File: src/rtl/p4_router_queue_page_writer.sv
// p4_router_queue_page_writer
// Enqueue-side page writer for the queue MMU. Segments policed packets into
// fixed-size pages taken from the MMU free-page stream, writes beats into the
// paged buffer, chains pages in the link table and emits one descriptor per
// packet. Packets are dropped at SOP when fewer than an MTU's worth of pages
// are free; packets longer than the MTU are truncated and flagged.
// Optional: define P4_ROUTER_PAGE_WRITER_STATS_EN to add 64-bit packet/byte
// counters (stat_pkt_count, stat_byte_count).
module p4_router_queue_page_writer #(
    parameter int NUM_PAGES_LOG  = 10,
    parameter int PAGE_BYTES     = 256,
    parameter int DATA_BYTES     = 64,
    parameter int NUM_QUEUES_LOG = 3,
    parameter int MTU_BYTES      = 2000,
    localparam int W             = PAGE_BYTES / DATA_BYTES,
    localparam int WORD_LOG      = (W > 1) ? $clog2(W) : 1,
    localparam int PAGES_PER_MTU = (MTU_BYTES + PAGE_BYTES - 1) / PAGE_BYTES,
    localparam int LEN_W         = $clog2(MTU_BYTES + 1),
    localparam int NP_W          = $clog2(PAGES_PER_MTU + 1)
) (
    input  logic                              clk,
    input  logic                              aresetn,
    input  logic [8*DATA_BYTES-1:0]           packet_in_tdata,
    input  logic [DATA_BYTES-1:0]             packet_in_tkeep,
    input  logic [NUM_QUEUES_LOG-1:0]         packet_in_tuser,
    input  logic                              packet_in_tlast,
    input  logic                              packet_in_tvalid,
    output logic                              packet_in_tready,
    input  logic [NUM_PAGES_LOG:0]            num_free_pages,
    input  logic [NUM_PAGES_LOG-1:0]          alloc_tdata,
    input  logic                              alloc_tvalid,
    output logic                              alloc_tready,
    output logic                              mem_wr_en,
    output logic [NUM_PAGES_LOG+WORD_LOG-1:0] mem_wr_addr,
    output logic [8*DATA_BYTES-1:0]           mem_wr_data,
    output logic                              link_wr_en,
    output logic [NUM_PAGES_LOG-1:0]          link_wr_addr,
    output logic [NUM_PAGES_LOG:0]            link_wr_data,
    output logic                              desc_tvalid,
    input  logic                              desc_tready,
    output logic [NUM_PAGES_LOG-1:0]          desc_head_page,
    output logic [LEN_W-1:0]                  desc_byte_len,
    output logic [NUM_QUEUES_LOG-1:0]         desc_queue,
    output logic [NP_W-1:0]                   desc_num_pages,
    output logic                              desc_err,
    output logic [31:0]                       drop_count
`ifdef P4_ROUTER_PAGE_WRITER_STATS_EN
    ,
    output logic [63:0]                       stat_pkt_count,
    output logic [63:0]                       stat_byte_count
`endif
);

    localparam int KC_W  = $clog2(DATA_BYTES + 1);
    localparam int SUM_W = $clog2(MTU_BYTES + DATA_BYTES + 1);
    localparam logic [NUM_PAGES_LOG:0] MIN_FREE = (NUM_PAGES_LOG+1)'(PAGES_PER_MTU);
    localparam logic [SUM_W-1:0]       MTU_LIM  = SUM_W'(MTU_BYTES);
    localparam logic [WORD_LOG-1:0]    LAST_WORD = WORD_LOG'(W - 1);

    typedef enum logic [2:0] {S_IDLE, S_WRITE, S_TRUNC, S_DESC, S_DROP} state_t;

    state_t                     state;
    logic [NUM_PAGES_LOG-1:0]   spare_page;
    logic                       spare_valid;
    logic [NUM_PAGES_LOG-1:0]   cur_page;
    logic [WORD_LOG-1:0]        word_idx;
    logic                       link_pend;

    logic [KC_W-1:0]            keep_cnt;
    logic [SUM_W-1:0]           beat_bytes;
    logic [SUM_W-1:0]           len_next;
    logic                       over;
    logic                       need_page;
    logic                       first_page;
    logic                       stall;
    logic                       fire;
    logic                       wr_beat;
    logic                       take;
    logic [NUM_PAGES_LOG-1:0]   page_now;

    // Bytes carried by the tlast beat.
    always_comb begin
        keep_cnt = '0;
        for (int i = 0; i < DATA_BYTES; i++)
            keep_cnt = keep_cnt + KC_W'(packet_in_tkeep[i]);
    end

    // A beat that would push the packet past the MTU is not written; a page
    // boundary with no spare page stalls the input instead of losing data.
    always_comb begin
        beat_bytes = packet_in_tlast ? SUM_W'(keep_cnt) : SUM_W'(DATA_BYTES);
        len_next   = SUM_W'(desc_byte_len) + beat_bytes;
        over       = len_next > MTU_LIM;
        need_page  = (word_idx == '0);
        first_page = (desc_num_pages == '0);
        stall      = (state == S_WRITE) && need_page && !spare_valid && !over;
        packet_in_tready = ((state == S_WRITE) && !stall) ||
                           (state == S_TRUNC) || (state == S_DROP);
        fire       = packet_in_tvalid && packet_in_tready;
        wr_beat    = fire && (state == S_WRITE) && !over;
        take       = wr_beat && need_page;
        page_now   = take ? spare_page : cur_page;
        alloc_tready = !spare_valid;
        mem_wr_en   = wr_beat;
        mem_wr_addr = {page_now, word_idx};
        mem_wr_data = packet_in_tdata;
    end

    // Link-table writes. When a tlast beat opens a new page the forward link
    // owns this cycle and the terminal link is deferred to the first DESC cycle.
    always_comb begin
        link_wr_en   = 1'b0;
        link_wr_addr = cur_page;
        link_wr_data = '0;
        if ((state == S_DESC) && link_pend) begin
            link_wr_en   = 1'b1;
            link_wr_data = {1'b1, cur_page};
        end else if (take && !first_page) begin
            link_wr_en   = 1'b1;
            link_wr_data = {1'b0, spare_page};
        end else if (fire && packet_in_tlast &&
                     ((state == S_WRITE) || (state == S_TRUNC))) begin
            link_wr_en   = 1'b1;
            link_wr_addr = page_now;
            link_wr_data = {1'b1, page_now};
        end
    end

    // One-entry prefetch of a free page; refill only once the entry is empty.
    always_ff @(posedge clk or negedge aresetn) begin
        if (!aresetn) begin
            spare_valid <= 1'b0;
            spare_page  <= '0;
        end else if (take) begin
            spare_valid <= 1'b0;
        end else if (alloc_tvalid && !spare_valid) begin
            spare_valid <= 1'b1;
            spare_page  <= alloc_tdata;
        end
    end

    // Packet FSM: admission, page-by-page write, truncation, descriptor, drop.
    always_ff @(posedge clk or negedge aresetn) begin
        if (!aresetn) begin
            state          <= S_IDLE;
            cur_page       <= '0;
            word_idx       <= '0;
            link_pend      <= 1'b0;
            desc_tvalid    <= 1'b0;
            desc_head_page <= '0;
            desc_byte_len  <= '0;
            desc_queue     <= '0;
            desc_num_pages <= '0;
            desc_err       <= 1'b0;
            drop_count     <= '0;
        end else begin
            case (state)
                S_IDLE: if (packet_in_tvalid) begin
                    desc_queue     <= packet_in_tuser;
                    desc_byte_len  <= '0;
                    desc_num_pages <= '0;
                    desc_err       <= 1'b0;
                    word_idx       <= '0;
                    state          <= (num_free_pages < MIN_FREE) ? S_DROP : S_WRITE;
                end
                S_WRITE: if (fire) begin
                    if (over) begin
                        desc_err <= 1'b1;
                        if (packet_in_tlast) begin
                            desc_tvalid <= 1'b1;
                            state       <= S_DESC;
                        end else begin
                            state <= S_TRUNC;
                        end
                    end else begin
                        desc_byte_len <= len_next[LEN_W-1:0];
                        word_idx      <= (word_idx == LAST_WORD) ? '0 : word_idx + WORD_LOG'(1);
                        if (take) begin
                            cur_page       <= spare_page;
                            desc_num_pages <= desc_num_pages + NP_W'(1);
                            if (first_page)
                                desc_head_page <= spare_page;
                        end
                        if (packet_in_tlast) begin
                            link_pend   <= take && !first_page;
                            desc_tvalid <= 1'b1;
                            state       <= S_DESC;
                        end
                    end
                end
                S_TRUNC: if (fire && packet_in_tlast) begin
                    desc_tvalid <= 1'b1;
                    state       <= S_DESC;
                end
                S_DESC: begin
                    link_pend <= 1'b0;
                    if (desc_tready) begin
                        desc_tvalid <= 1'b0;
                        state       <= S_IDLE;
                    end
                end
                S_DROP: if (fire && packet_in_tlast) begin
                    if (drop_count != '1)
                        drop_count <= drop_count + 32'd1;
                    state <= S_IDLE;
                end
                default: state <= S_IDLE;
            endcase
        end
    end

`ifdef P4_ROUTER_PAGE_WRITER_STATS_EN
    // Free-running packet and byte totals, counted at descriptor handshake.
    always_ff @(posedge clk or negedge aresetn) begin
        if (!aresetn) begin
            stat_pkt_count  <= '0;
            stat_byte_count <= '0;
        end else if (desc_tvalid && desc_tready) begin
            stat_pkt_count  <= stat_pkt_count + 64'd1;
            stat_byte_count <= stat_byte_count + 64'(desc_byte_len);
        end
    end
`endif

endmodule
File: config.mk
export PLATFORM = sky130hd
export DESIGN_NAME = p4_router_queue_page_writer
export DESIGN_NICKNAME = d
export VERILOG_FILES = /design/src/rtl/p4_router_queue_page_writer.sv
export SDC_FILE = /design/constraint.sdc
export NUM_CORES = 1
export LEC_CHECK = 0
export BUFFER_PORTS_ARGS = -buffer_cell sky130_fd_sc_hd__clkbuf_2
export CAP_MARGIN = 15
export CORE_AREA = 2 2 471 473
export DETAILED_ROUTE_END_ITERATION = 6
export DIE_AREA = 0 0 473 475
export PLACE_DENSITY_LB_ADDON = 0.12
export SYNTH_ARGS = -nofsm -noshare
export SYNTH_HDL_FRONTEND = slang
export SYNTH_SLANG_ARGS = --single-unit
File: constraint.sdc
create_clock -name clk -period 10.31 [get_ports clk]
set_clock_uncertainty 0.05 [all_clocks]
set_input_delay 1.031 -clock clk [delete_from_list [all_inputs] [get_ports clk]]
set_output_delay 1.031 -clock clk [all_outputs]
set_load 0.02 [all_outputs]
==> results of run 1 <==
metrics by stage:
step / hold slack (ns) / total power [mW] / setup TNS (ns)
2_1_floorplan: 0.458 / 3.60 / 0
6_report: 0.450 / 6.13 / 0
5_1_grt: 0.467 / 6.85 / -7.42
4_1_cts: 0.458 / 6.20 / -1.93
3_3_place_gp: 0.441 / 5.45 / -18.41
3_5_place_dp: 0.444 / 5.40 / -16.81
registers in the layout, indices dropped and copies added (netlist names):
signal and cells:
cur_page 10, desc_head_page 10, desc_tvalid 1, desc_err 1, desc_num_pages 4, drop_count 32, desc_queue 3, link_pend 1
spare_page 10, state 3, desc_byte_len 11, spare_valid 1, word_idx 2
per-layer routing:
metal  share of wire, %  wire length (um)
met5               0.72               564
met3                 26             20700
met1                 21             16600
met4                8.2              6480
met2                 44             34500
worst register-to-register path: cells and delay by family, from the launching register on:
family	cells	cell delay [ns]
AOI/OAI and AO/OA	3	1.01
xor gates and xnor gates	1	0.16
adders and majority gates	2	0.63
buffers and inverters	6	0.83
DFF	1	0.41
muxes	1	0.29
and+or+nand+nor	2	0.31
worst paths after layout:
path	to	slack, ns	from	cells past startpoint
worst max-delay path	link_wr_addr[5]	0.04	packet_in_tkeep[39]	33
worst min-delay path	drop_count[31]	0.45	drop_count[31]	1
worst max register to register	cur_page[5]	6.50	desc_byte_len[0]	15
worst min register to register	drop_count[31]	0.45	drop_count[31]	1
max in group asynchronous	drop_count[12]	8.23	aresetn	2
min in group asynchronous	desc_queue[2]	0.50	aresetn	1
layout make-up:
cell class	count	area, um2	area share [%]
multi-input cells	416	4200	33.4
well taps	2871	3590	28.5
flip-flops and latches	89	2230	17.7
repair buffers	254	1870	14.9
inverters	108	408	3.24
clock buffers	11	243	1.93
clock inverters	5	55.1	0.437
diodes	1	2.50	0.0199
power by group through the flow:
stage	registers [mW]	clock network (mW)	logic, mW
after detailed placement	0.614	0	4.79
after floorplan	0.587	0	3.01
after global routing	0.624	0.443	5.78
after global placement	0.616	0	4.84
after CTS	0.610	0.438	5.15
final	0.601	0.398	5.14
synthesized netlist by cell type, drive strengths merged (5+ instances only):
library cell	number	area (um2)
and3	8	50.1
o21ai	13	65.1
fa	55	1100
a21o	8	60.1
xor2	9	78.8
mux2i	5	50.1
and2	8	50.1
mux2	58	724
buf	522	3910
nand4	14	103
nor3	7	45.0
ha	28	350
clkbuf	6	22.5
a32o	10	100
inv	108	405
a21oi	12	60.1
nor2	30	113
nor2b	8	52.6
nand3	26	143
nand2	30	120
dfrtp	89	2230
xnor2	30	263
nor4	6	37.5
what timing repair did:
| action | CTS | global route |
|---|---|---|
| hold buffers | 0 | 0 |
| pin swaps | 18 | 4 |
| gates resized for setup | 68 | 85 |
| buffers inserted | 10 | 6 |
| gates cloned | 1 | 1 |
| endpoints found under the hold margin | 0 | 0 |
| endpoints found under the setup margin | 33 | 33 |
kinds of logic (layout without fill, tap and decap cells):
logic type / after synthesis / in the layout / synth area share, %
buf+inv: 636 / 378 / 41.1
simple gates: 153 / 153 / 8.03
flops: 89 / 89 / 21.1
fa+ha+maj: 83 / 83 / 13.7
compound gates: 78 / 78 / 5.54
mux: 63 / 63 / 7.33
xor+xnor: 39 / 39 / 3.23
other cells: 0 / 1 / 0
==> metrics.cfg, run 1 <==
[outcome]
outcome=complete, no violations

[logic_synthesis]
synth_area_per_cell_um2=9.26
synth-edff-count=0
synth-main-ff-cell=dfrtp_1
synthArstFlopShare_pct=100
ys_warn_count=0
synth_cell_types=64
syn_inst=1141
synth_area_um2=10600
yosysSeqAreaShare_pct=21.1
syn_nets=1830
yosys_register_bits=89

[critical_path]
critical_path.max_fanout=5
crit_arrival_ns=9.19
slowest_delay_ns=0.63
setup.worst_path.start_class=primary input
slowest_stage=fa_2
critical_path_class=in2out
endpoint_kind=output pin
path_common_cell=fa_1
critPathTopFamily=adder cells
crit_buf_inv=10
worstPathRequired_ns=9.23

[global_route]
grt_pass1_vias=7362
grtUsageMet1_pct=4.07
use_met2_pct=10.5
grt_max_degree=56
antenna_found_initial=5
grt_remaining_overflow=0
busiest_layer=met2
grt_first_pass_wirelength_um=94500
grt_use_met3_pct=8.13
grt_use_total_pct=6.82

[power]
p_int_mw=3.27
share_comb_of_total_power_pct=83.7
p_per_area_nw_per_um2=487
p_clk_share_pct=6.5
peakVddDrop_mv=0.580
power.leakage_nw=4.87
seq_power_share_pct=9.8
swShare_pct=46.6
p_switching_mw=2.86

[hold_path]
hp-class=reg2reg

[timing]
fmax_mhz=97.3
fin_ws_ns=0.0363
drv_slew=0
grt_setup_unrepaired=yes
setup_viol_count_final=0
hold_violations=0
fin_crit_ns=10.27
slew_headroom_pct=25.4
finalCritPeriodShare_pct=99.6
worstMarginPinSlew_ns=1.11

[placed_design]
dp_hpwl_um=69300
placed_cell_area_um2=11600
dp_cells=3723
placement.io_buffers=189
place_ws_ns=-0.622
routabilityCongestion=0.655

[die]
row_count=172
die_x_um=473
dieArea_um2=225000
initial_core_util_pct=4.82
core-area_um2=219000
io_pins=1217
die_h_um=475

[drt]
vias=6556
wl_um=78800
first_pass_iters=4
vias_per_cell=1.75
drcViolationCount=0
wire_per_inst_um=21.0
ant_nets=0
drt_iter0_markers=273

[cts]
cts_buffers=9
htreeDepth=3
root_buffer=clkbuf_16
numClockSinks=89
clock_latency_ns=0.45
tritoncts=built
clk_pin_slew_worst_paths_ns=0.07
cts_max_path_buffers=2

[run]
cap_violations=0

[cells_and_area]
syn2layout_area_growth_pct=19.2
drive_gt1_share_pct=41.9
postLayoutCellArea_um2=12600
fillers=25825
most-common-layout-cells=153 x clkbuf_2, 101 x inv_1, 89 x dfrtp_1
final_cells=3755
final_nets=1567
layout_commonest_cell=clkbuf_2
final_util_pct=5.75

No activity file was read; power rests on OpenSTA's default activity.
==> run 2: changes to the inputs <==
--- a/config.mk
+++ b/config.mk
@@ -5,6 +5,7 @@
 export SDC_FILE = /design/constraint.sdc
 export NUM_CORES = 1
 export LEC_CHECK = 0
+export ABC_AREA = 1
 export BUFFER_PORTS_ARGS = -buffer_cell sky130_fd_sc_hd__clkbuf_2
 export CAP_MARGIN = 15
 export CORE_AREA = 2 2 471 473
==> run 2 against run 1 <==
  * Cell count grew 12%
  * Non-clock buffer count grew 87
  * Core utilization rose by 0.97 points
  * Synthesized cell count up 32%
  * Critical path type is now in2reg
  * Critical endpoint is now desc_byte_len[5]
==> metrics.cfg, run 2 <==
[outcome]
outcome=complete, no violations

[logic_synthesis]
synth-edff-count=0
syn_inst=1509
synth-main-ff-cell=dfrtp_1
yosys_register_bits=89
syn_nets=2198
synth_top_cell_by_area=buf_4
yosysMostFrequentCell=buf_4
synth_cell_types=43
synthArstFlopShare_pct=100
yosys-top-cells-area=buf_4 33%, dfrtp_1 19%, nand2_1 10%
ys_warn_count=0
synth_common_cells=514 x buf_4, 317 x nand2_1, 171 x inv_1
synth_area_per_cell_um2=7.65
synth.top_cell.area_share_pct=33.4
yosysSeqAreaShare_pct=19.3
synth_area_um2=11500

[placed_design]
routabilityCongestion=0.693
placement.io_buffers=189
placed_cell_area_um2=12900
dp_hpwl_um=83700

[die]
io_pins=1217
die_x_um=473
row_count=172
initial_core_util_pct=5.27
core-area_um2=219000
dieArea_um2=225000
die_h_um=475

[cts]
numClockSinks=89
htreeDepth=3
tritoncts=built
root_buffer=clkbuf_16
cts_buffers=9
clk_pin_slew_worst_paths_ns=0.09
clock_latency_ns=0.44
cts_max_path_buffers=2

[drt]
dr_wl_met2_um=44000
first_pass_iters=4
drcViolationCount=0
ant_nets=0
route.met3.wl_um=20800
routed.top_layer=met5
wl_met1_um=25100
vias=8422
wire_per_inst_um=22.4
drt_iter0_markers=330
wl_um=94100
vias_per_cell=2.00

[hold_path]
holdPathStages=2
hp-class=reg2reg

[power]
p_clk_share_pct=5.1
p_per_area_nw_per_um2=533
share_comb_of_total_power_pct=88.1
seq_power_share_pct=6.9
p_int_mw=4.09
power.leakage_nw=6.09
p_switching_mw=3.75
swShare_pct=47.8
peakVddDrop_mv=0.582

[critical_path]
crit_arrival_ns=10.45
path_common_cell=buf_4
critical_path_class=in2reg
worstPathRequired_ns=10.59
slowest_delay_ns=0.59
setup.worst_path.start_class=primary input
r2r_cells=34
critical_path.max_fanout=4
endpoint_kind=flop
slowest_stage=fa_2

[global_route]
antenna_found_initial=6
grt_max_degree=47
grt_remaining_overflow=0
grt_use_total_pct=8.15
grt_first_pass_wirelength_um=115000
grt_pass1_vias=9239

[cells_and_area]
postLayoutCellArea_um2=14700
top_regs=drop_count: 32 flops, desc_byte_len: 11 flops
largest-register=drop_count
most-common-layout-cells=254 x nand2_1, 153 x clkbuf_2, 143 x inv_1
drive_gt1_share_pct=43.7
layout_commonest_cell=nand2_1
largest_reg_flops=32
fillers=25860
final_nets=2017
syn2layout_area_growth_pct=27.5

[timing]
worstMarginPinSlew_ns=0.825
slew_headroom_pct=44.9
setup_viol_count_final=0
finalCritPeriodShare_pct=98.6
hold_violations=0
grt_setup_unrepaired=yes
fin_crit_ns=10.17
drv_slew=0
fmax_mhz=98.3
whs_ns=0.438

[run]
cap_violations=0

[run 2: cell count changes in the layout (fill, tap and decap cells not counted), sizes merged, moves of 9 or more]
cell / change
buf: +86
nand3: +38
inv: +75
xnor2: -17
a32o: -10
nor2: +34
mux2: -46
xor2: +9
nand2: +329
o21ai: +12
nor3: +11
[run 2: routing by layer]
layer | vias to the layer above | GRT usage [%]
met1 | 3720 | 6.25
met2 | 745 | 13.2
li1 | 3746 | -
met5 | - | 0.757
met3 | 203 | 8.44
met4 | 8 | 3.51
[run 2: worst max-delay path: cells and delay by family]
family | cells | cell delay (ns)
simple gates | 7 | 0.65
fa+ha+maj | 10 | 4.49
compound gates | 3 | 0.48
buf+inv | 36 | 3.79
[run 2: cell families (layout without fill, tap and decap cells)]
logic type / after synthesis / in the layout / synth area share (%)
AOI/OAI and AO/OA: 44 / 44 / 2.17
xor gates and xnor gates: 31 / 31 / 2.35
adders and majority gates: 83 / 83 / 12.6
buffers and inverters: 714 / 538 / 40.7
DFF: 89 / 89 / 19.3
muxes: 12 / 12 / 1.17
other: 0 / 2 / 0
and+or+nand+nor: 536 / 536 / 21.7
[run 2: repair_timing]
item / 4_1_cts / 5_1_grt
gates resized for setup: 83 / 231
pin swaps: 27 / 65
endpoints found under the setup margin: 32 / 36
setup buffers: 50 / 9
hold buffers: 0 / 0
gates cloned: 2 / 0
[run 2: power groups by stage]
stage          combinational (mW)  clock (mW)  sequential [mW]
6_report                     6.90       0.398            0.539
5_1_grt                      7.71       0.450            0.552
4_1_cts                      5.74       0.448            0.526
3_5_place_dp                 4.64           0            0.531
3_3_place_gp                 4.73           0            0.533
2_1_floorplan                2.72           0            0.537
[run 2: through the flow]
| step | TNS [ns] | power (mW) | std cells | setup WS (ns) | utilization, % |
|---|---|---|---|---|---|
| after floorplan | 0 | 3.26 | 1509 | 0.838 | - |
| after global placement | -9.81 | 5.26 | 4130 | -0.408 | 5.89 |
| after detailed placement | -6.67 | 5.17 | 4130 | -0.297 | 5.89 |
| after CTS | -0.0658 | 6.72 | 4198 | -0.0151 | 6.37 |
| after global routing | -0.899 | 8.71 | 4205 | -0.106 | 6.72 |
| final | 0 | 7.84 | 4206 | 0.142 | 6.72 |
[run 2: worst paths after layout]
check	from	end	slack (ns)
max	packet_in_tkeep[55]	desc_byte_len[5]	0.14
min	desc_err	desc_err	0.44
max reg2reg	desc_byte_len[0]	link_pend	5.68
min reg2reg	desc_err	desc_err	0.44
max in group asynchronous	aresetn	drop_count[31]	8.22
min in group asynchronous	aresetn	desc_head_page[9]	0.60
[run 2: final cells by class]
cell class / count / area (um2) / area share (%)
sequential: 89 / 2230 / 15.1
antenna: 2 / 5.00 / 0.0340
clock inverter: 7 / 73.8 / 0.502
multi-input combinational: 706 / 5330 / 36.2
tap: 2871 / 3590 / 24.4
clock buffer: 9 / 225 / 1.53
timing repair buffer: 341 / 2560 / 17.4
inverter: 181 / 697 / 4.74
